### src/rtl/syx_dump_tx.sv
`default_nettype none
// +--------------------------------------------------------------------------+
// | Module   : syx_dump_tx                                                   |
// | Purpose  : Serialises a patch-memory region as one SysEx frame           |
// |            F0, ID, channel, length, data..., [checksum], F7 on a         |
// |            valid/ready byte stream towards the MIDI UART TX.             |
// | Ports    : data_clk, reset_reg_N (async, active low)                     |
// |            start, midi_ch, base_addr, len     : dump request            |
// |            mem_addr, mem_rd, mem_q            : patch RAM read port     |
// |                                                 (1-cycle latency)        |
// |            tx_byte, tx_valid, tx_ready        : byte stream to UART     |
// |            midibyte_nr, busy, done            : frame status            |
// | Config   : SYX_CHECKSUM_EN - when defined, a 7-bit two's-complement      |
// |            checksum byte is sent between the last data byte and F7.      |
// | Revision : 1.0 - initial release                                         |
// +--------------------------------------------------------------------------+
module syx_dump_tx #(
  parameter logic [7:0] SYX_ID = 8'h7D,
  parameter int         ADDR_W = 7
) (
  input  logic              data_clk,
  input  logic              reset_reg_N,
  input  logic              start,
  input  logic [3:0]        midi_ch,
  input  logic [ADDR_W-1:0] base_addr,
  input  logic [6:0]        len,
  output logic [ADDR_W-1:0] mem_addr,
  output logic              mem_rd,
  input  logic [7:0]        mem_q,
  output logic [7:0]        tx_byte,
  output logic              tx_valid,
  input  logic              tx_ready,
  output logic [7:0]        midibyte_nr,
  output logic              busy,
  output logic              done
);

  typedef enum logic [3:0] {
    S_IDLE,
    S_F0,
    S_ID,
    S_CH,
    S_LEN,
    S_RD_REQ,
    S_RD_WAIT,
    S_DATA,
`ifdef SYX_CHECKSUM_EN
    S_CKSUM,
`endif
    S_EOX,
    S_FIN
  } state_t;

  localparam logic [7:0] C_SOX = 8'hF0;
  localparam logic [7:0] C_EOX = 8'hF7;

  state_t            state_q, state_d;
  logic [3:0]        ch_q, ch_d;
  logic [ADDR_W-1:0] base_q, base_d;
  logic [6:0]        len_q, len_d;
  logic [6:0]        idx_q, idx_d;
  logic [7:0]        tx_byte_q, tx_byte_d;
  logic              tx_valid_q, tx_valid_d;
  logic [ADDR_W-1:0] mem_addr_q, mem_addr_d;
  logic              mem_rd_q, mem_rd_d;
  logic [7:0]        nr_q, nr_d;
  logic              busy_q, busy_d;
  logic              done_q, done_d;
`ifdef SYX_CHECKSUM_EN
  logic [6:0]        cksum_q, cksum_d;
  logic [6:0]        adv_cksum;
`endif

  // advance: a LEN or DATA byte was just accepted; choose between fetching
  // the next data byte and closing the frame, using the updated index.
  logic              advance;
  logic [6:0]        adv_idx;
  logic              xfer;

  assign xfer = tx_valid_q & tx_ready;

  always_ff @(posedge data_clk or negedge reset_reg_N) begin
    if (!reset_reg_N) begin
      state_q    <= S_IDLE;
      ch_q       <= '0;
      base_q     <= '0;
      len_q      <= '0;
      idx_q      <= '0;
      tx_byte_q  <= '0;
      tx_valid_q <= 1'b0;
      mem_addr_q <= '0;
      mem_rd_q   <= 1'b0;
      nr_q       <= '0;
      busy_q     <= 1'b0;
      done_q     <= 1'b0;
`ifdef SYX_CHECKSUM_EN
      cksum_q    <= '0;
`endif
    end else begin
      state_q    <= state_d;
      ch_q       <= ch_d;
      base_q     <= base_d;
      len_q      <= len_d;
      idx_q      <= idx_d;
      tx_byte_q  <= tx_byte_d;
      tx_valid_q <= tx_valid_d;
      mem_addr_q <= mem_addr_d;
      mem_rd_q   <= mem_rd_d;
      nr_q       <= nr_d;
      busy_q     <= busy_d;
      done_q     <= done_d;
`ifdef SYX_CHECKSUM_EN
      cksum_q    <= cksum_d;
`endif
    end
  end

  always_comb begin
    state_d    = state_q;
    ch_d       = ch_q;
    base_d     = base_q;
    len_d      = len_q;
    idx_d      = idx_q;
    tx_byte_d  = tx_byte_q;
    tx_valid_d = tx_valid_q;
    mem_addr_d = mem_addr_q;
    mem_rd_d   = 1'b0;
    nr_d       = nr_q;
    busy_d     = busy_q;
    done_d     = 1'b0;
    advance    = 1'b0;
    adv_idx    = idx_q;
`ifdef SYX_CHECKSUM_EN
    cksum_d    = cksum_q;
    adv_cksum  = cksum_q;
`endif

    if (xfer) begin
      nr_d = nr_q + 8'd1;
    end

    case (state_q)
      S_IDLE: begin
        if (start) begin
          ch_d       = midi_ch;
          base_d     = base_addr;
          len_d      = len;
          idx_d      = '0;
          nr_d       = '0;
          busy_d     = 1'b1;
          tx_byte_d  = C_SOX;
          tx_valid_d = 1'b1;
          state_d    = S_F0;
`ifdef SYX_CHECKSUM_EN
          cksum_d    = '0;
`endif
        end
      end
      S_F0: begin
        if (xfer) begin
          tx_byte_d = SYX_ID;
          state_d   = S_ID;
        end
      end
      S_ID: begin
        if (xfer) begin
          tx_byte_d = {4'h0, ch_q};
          state_d   = S_CH;
        end
      end
      S_CH: begin
        if (xfer) begin
          tx_byte_d = {1'b0, len_q};
          state_d   = S_LEN;
        end
      end
      S_LEN: begin
        if (xfer) begin
          advance = 1'b1;
          adv_idx = idx_q;
        end
      end
      S_RD_REQ: begin
        // mem_rd_q is high during this state; data returns next cycle.
        state_d = S_RD_WAIT;
      end
      S_RD_WAIT: begin
        // Masking the whole word keeps SysEx data bytes below 8'h80.
        tx_byte_d  = mem_q & 8'h7F;
        tx_valid_d = 1'b1;
        state_d    = S_DATA;
      end
      S_DATA: begin
        if (xfer) begin
          advance   = 1'b1;
          adv_idx   = idx_q + 7'd1;
`ifdef SYX_CHECKSUM_EN
          adv_cksum = cksum_q + tx_byte_q[6:0];
`endif
        end
      end
`ifdef SYX_CHECKSUM_EN
      S_CKSUM: begin
        if (xfer) begin
          tx_byte_d = C_EOX;
          state_d   = S_EOX;
        end
      end
`endif
      S_EOX: begin
        if (xfer) begin
          tx_byte_d  = '0;
          tx_valid_d = 1'b0;
          busy_d     = 1'b0;
          done_d     = 1'b1;
          state_d    = S_FIN;
        end
      end
      S_FIN: begin
        // start is not looked at here, so a request during done is dropped.
        state_d = S_IDLE;
      end
      default: begin
        state_d = S_IDLE;
      end
    endcase

    if (advance) begin
      idx_d = adv_idx;
`ifdef SYX_CHECKSUM_EN
      cksum_d = adv_cksum;
`endif
      if (adv_idx < len_q) begin
        tx_valid_d = 1'b0;
        mem_rd_d   = 1'b1;
        mem_addr_d = base_q + ADDR_W'(adv_idx);
        state_d    = S_RD_REQ;
      end else begin
`ifdef SYX_CHECKSUM_EN
        tx_byte_d = {1'b0, 7'd0 - adv_cksum};
        state_d   = S_CKSUM;
`else
        tx_byte_d = C_EOX;
        state_d   = S_EOX;
`endif
      end
    end
  end

  assign mem_addr    = mem_addr_q;
  assign mem_rd      = mem_rd_q;
  assign tx_byte     = tx_byte_q;
  assign tx_valid    = tx_valid_q;
  assign midibyte_nr = nr_q;
  assign busy        = busy_q;
  assign done        = done_q;

endmodule
`default_nettype wire

### config.mk
export PLATFORM = sky130hd
export DESIGN_NAME = syx_dump_tx
export DESIGN_NICKNAME = d
export VERILOG_FILES = /design/src/rtl/syx_dump_tx.sv
export SDC_FILE = /design/constraint.sdc
export NUM_CORES = 1
export LEC_CHECK = 0
export BUFFER_PORTS_ARGS = -buffer_cell sky130_fd_sc_hd__buf_4
export CAP_MARGIN = 5
export CORE_ASPECT_RATIO = 1.1
export CORE_MARGIN = 4
export CORE_UTILIZATION = 30
export CTS_CLUSTER_SIZE = 30
export DETAILED_ROUTE_END_ITERATION = 10
export PLACE_DENSITY = 0.56
export SETUP_SLACK_MARGIN = 0.02
export SYNTH_ARGS = -nofsm -noshare
export SYNTH_HDL_FRONTEND = slang
export SYNTH_SLANG_ARGS = --single-unit
### constraint.sdc
create_clock -name data_clk -period 3.1 [get_ports data_clk]
set_input_delay 0.465 -clock data_clk [delete_from_list [all_inputs] [get_ports data_clk]]
set_output_delay 0.465 -clock data_clk [all_outputs]
set_load 0.01 [all_outputs]
# After elaboration in Yosys (flattened, before gate mapping)
# Index checks and enable logic that the tools add are counted.
[totals]
regBits = 56
latch_bits = 0
ram_bits = 0
rom_bits = 0
inputBits = 30
out_inout_bits = 27
word_cells = 80
memories = 0
[op_classes]
n_addsub = 3
mul = 0
n_div = 0
order_cmp = 1
eq_ne = 16
n_shift = 0
n_mux = 37
bitwise = 1
reduce_logical = 10
[op_table]
columns = ["op", "count"]
rows = [
  ["$mux 8", 10],
  ["$pmux 8 s6", 1],
  ["$mux 7", 5],
  ["$pmux 4 s8", 1],
  ["$mux 4", 7],
  ["$eq 4x3->1 const B", 4],
  ["$ne 3x3->1 const B", 5],
  ["$mux 1", 11],
  ["$add 8x1->8 const B", 1],
  ["$eq 4x2->1 const B", 2],
  ["$add 7x1->7 const B", 1],
  ["$add 7x7->7", 1],
  ["$lt 7x7->1", 1],
  ["$reduce_and 2->1", 3],
  ["$reduce_and 6->1", 1],
  ["$reduce_bool 2->1", 3],
  ["$eq 4x1->1 const B", 1],
  ["$eq 4x4->1 const B", 1],
  ["$logic_not 4->1", 1],
  ["$ne 2x2->1 const B", 2],
  ["$pmux 1 s3", 1],
  ["$reduce_and 3->1", 1],
  ["$ne 2x1->1 const B", 1],
  ["$pmux 1 s2", 1],
  ["other kinds (2)", 2],
]

# Logic depth before layout (Yosys ltp)
[depth]
word_depth = 6
mapped_depth = 14
depth_no_buf = 12

# Least setup slack after synthesis
# OpenSTA, ideal clock, no wires.
[synth_timing]
kind = "register to register"
from = "register state_q[0]"
to = "register mem_addr_q[0], in the netlist mem_addr[0]"
setup_time_ns = 0.125
t_arrival_ns = 2.628
required_ns = 2.975
path_slack_ns = 0.347
path_stages_with_launch = 13
path_buffers = 2
path_cell_list = "dfrtp_1 -> buf_4 -> nand4b_2 -> nor2_2 -> and4_1 -> xor2_1 -> ha_1 -> a21o_1 -> a21o_1 -> a21oi_1 -> o211a_1 -> buf_6 -> mux2_4"
[synth_via]
elab_chain_cells = 4
[synth_rtl]
columns = ["element", "line", "text"]
rows = [
  ["start, declared", "57", "state_t state_q, state_d;"],
  ["start signal, assigned", "100", "state_q <= state_d;"],
  ["$eq 4x3->1", "142", "case (state_q)"],
  ["$mux 7 / $reduce_or 2->1 (equally long branches)", "n/a", ""],
  ["$lt 7x7->1 / $mux 1 (equally long branches)", "n/a", ""],
  ["$reduce_and 2->1 (no line)", "n/a", ""],
  ["end signal, assigned", "107", "mem_addr_q <= mem_addr_d;"],
  ["end, declared", "64", "logic [ADDR_W-1:0] mem_addr_q, mem_addr_d;"],
]
# Several ways; a longest one is shown, not always the timed one.
# A chain may end at the register's enable or synchronous reset.

# Worst setup path in the final report
[layout_timing]
from = "register state_q[3]"
to = "register mem_addr_q[2], in the netlist mem_addr[2]"
# Same word-level chain as after synthesis.

==> impl_results.md <==
- Post-route DRC violation count: 0
- Arrival time at the worst endpoint: around 3.1 ns
- Vias in the first global route: about 2700
- Register bit total from synthesis: 56
- Final Non-Filler Cells: 561
- Remaining antenna violation count: 0
- Fin util: 0.391
- Crit path max fanout: 8
- N_diodes: 0
- Maxcap violations: 0
- Initial drt markers: 124
- Routed len/inst: roughly 15 um
- Cell Area, Synth: about 3200 sq um
- Net Switching: 1.40 mW
- Most common cell after layout, fill and taps aside: buf_4
- Sequential Power Share: 0.338
- Final Max Tran Viols: 0
- Fill cells: roughly 1100
- Synth-to-layout area growth: 27.0%
- First-pass GRT wire length: roughly 14000 um
- Ports: 57
- Yosys cell types: 51
- Post-DP HPWL: about 6000 um
- Register clock-pin slew on the reported worst setup and hold paths: ~0.070 ns
- RD Place Congestion: about 0.80
- Die height: ~120 um
- Aggregate global routing overflow: 0
- Num CTS Buffers: 5
- Main synth FF type: dfrtp_1
- # nets final: 462
- # port buffers: between 50 and 60
- Sequential area share after synthesis: 0.439
- Max IR drop VDD: 0.295 mV
- Placed insts: around 550
- Most frequent cells in the layout: buf_4 (71), nand2_1 (70), dfrtp_1 (55)
- Worst r2r path cells: 12
- Worst slew pin tran: roughly 0.73 ns
- Asr flop ratio synth: 1.00
- Internal power: approximately 2.2 mW
- Cells after Synth: about 360
- Gr usage total: 0.136
- Post-Route Skew: approximately 0.0071 ns
- CTS Buffer Depth: 2
- Core area: 10400 sq um
- Sw frac: 0.384
- CP endpoint kind: register
- Row cnt: 39
- Sequential Area: between 1000 and 1500 sq um
- Status: finished, final reports clean
- Mapped Avg Cell Area: roughly 9.0 sq um
- Die Area: between 10000 and 15000 sq um
- Post-Route WL: 8140 um
- Comb power frac: 0.481
- Worst setup path startpoint: state_q[3]$_DFFE_PN0P_
- Clk_lat worst skew: 0.29 ns
- Via density per instance: 4.87
- Die X: between 100 and 150 um
- Area leader, netlist: dfrtp_1
- TritonCTS clock tree: done
- Initial antenna violation count: 0
- Largest net degree at the start of global routing: between 50 and 60
- Min Hold Slack: between 0.2 and 0.25 ns
- Worst hold path class: in -> async
- Worst r2r src: state_q[3]$_DFFE_PN0P_
- Initial Utilization: 0.307
- PwrDens: ~900 nW/um^2
- Post-synth EDFFs: 0
- Clock Power Share: 0.181
- Flop2flop setup slack: approximately 0.15 ns
- Via count: approximately 2700
- Clock root cell: clkbuf_16
- Fmax: 339 MHz
- Slew HR: 0.510
- WP data required: ~3.3 ns
- Final worst slack: approximately 0.15 ns
- Footprint of the multi-input gates: approximately 1700 sq um
- Final period util: 0.953
- Post-synth top area share: 0.439
- CTS Sinks: 56
- Dpl ws: -0.134 ns
- Fin. Hold Viols: 0
- Pre-antenna DRT Iters: 4
- Total power draw: 3.64 mW
- Final setup fails: 0
- Share of cells above drive strength 1: 0.232
- Ranking of synthesized cells by area: dfrtp_1 (44%), nand2_1 (8.2%), ha_1 (5.5%)
- CP Launch Type: register
- Kind of critical path: reg -> reg
- FF-to-FF End: mem_addr[2]$_DFFE_PN0P_
- P_leak: just under 2 nW
- Minimum period implied by the final worst setup slack: roughly 3.0 ns
- Synthesized Nets: 402
- Synth warn: 0
- Depth of the CTS H-tree: 2
- Post-CTS Hold Buffers: 0
- RSZ-0062 raised after global routing: no
==> synth_stat cells, drive strengths merged (2+ instances only) <==
master   n
mux2     7
mux2i    6
or3      3
nand2   70
o22ai    2
nand3    8
a222oi   2
nor2    23
nand4    7
a21oi   24
clkbuf  13
ha      14
buf      7
and3     2
xor2     7
o21ai   35
dfrtp   56
o21bai   3
a21o     5
xnor2    7
a211oi   3
and2     2
nor3     9
o21a     2
nor2b    5
a31oi    2
and4     2
nor4     2
inv     14
==> critical path, stage by stage, from the launching register on <==
cell      delay (ns)
dfrtp_1         0.38
nand4b_4        0.21
nor2_4          0.20
nand4_1         0.21
inv_1           0.10
nand3_1         0.16
xnor2_2         0.24
ha_1            0.28
a21o_1          0.18
a21oi_2         0.17
o211a_1         0.24
buf_12          0.16
mux2_4          0.30
==> power groups by stage <==
stage                     registers [mW]  clock network [mW]  logic (mW)
final                               1.23               0.659        1.75
after global routing                1.28               0.701        1.97
after CTS                           1.23               0.676        1.75
after detailed placement            1.24                   0        1.73
after global placement              1.23                   0        1.70
after floorplan                     1.25                   0        1.10
==> metrics by stage <==
stage,instance area (sq um),TNS [ns]
2_1_floorplan,3200,0
3_3_place_gp,3840,-0.126
3_5_place_dp,3840,-1.19
4_1_cts,4020,0
5_1_grt,4060,0
6_report,4060,0
==> flip-flops by register name, indices dropped and copies added (netlist names) <==
register and flops:
midibyte_nr 8, tx_byte 8, base_q 7, idx_q 7, len_q 7, mem_addr 7
ch_q 4, state_q 4, busy 1, done 1, mem_rd 1, tx_valid 1
==> routing by layer <==
layer	routed length, um	vias to the layer above	global-route usage
li1	-	1360	-
met1	3690	1300	0.185
met2	4040	68	0.233
met3	360	4	0.0260
met4	41	0	0.0207
met5	0	-	0
==> cell families after synthesis <==
| group | share of synthesized area |
|---|---|
| muxes | 0.0505 |
| xor gates and xnor gates | 0.0478 |
| buffers and inverters | 0.0446 |
| DFF | 0.439 |
| AOI/OAI and AO/OA | 0.156 |
| adders and majority gates | 0.0611 |
| and+or+nand+nor | 0.201 |
==> area by class of cell <==
cell class,count,share of cell area
clock buffers,6,0.0318
clock inverters,2,0.00956
inverters,14,0.0129
multi-input cells,267,0.415
flip-flops and latches,56,0.346
well taps,143,0.0441
repair buffers,73,0.141
==> worst max-delay path by stage <==
stage | end | slack [ns] | cells past startpoint
2_1_floorplan | mem_addr[0]$_DFFE_PN0P_ | 0.35 | 12
3_3_place_gp | mem_addr[4]$_DFFE_PN0P_ | -0.02 | 13
3_5_place_dp | mem_addr[2]$_DFFE_PN0P_ | -0.13 | 13
4_1_cts | mem_addr[2]$_DFFE_PN0P_ | 0.04 | 12
5_1_grt | mem_addr[5]$_DFFE_PN0P_ | 0.02 | 12
6_report | mem_addr[2]$_DFFE_PN0P_ | 0.15 | 12
==> repair_timing <==
item | CTS | global route
hold endpoints to repair | 0 | 0
setup buffers | 0 | 2
setup endpoints to repair | 15 | 16
resized for setup | 2 | 4
pin swaps | 0 | 3
Note: power is estimated with default switching activity, not from simulation.
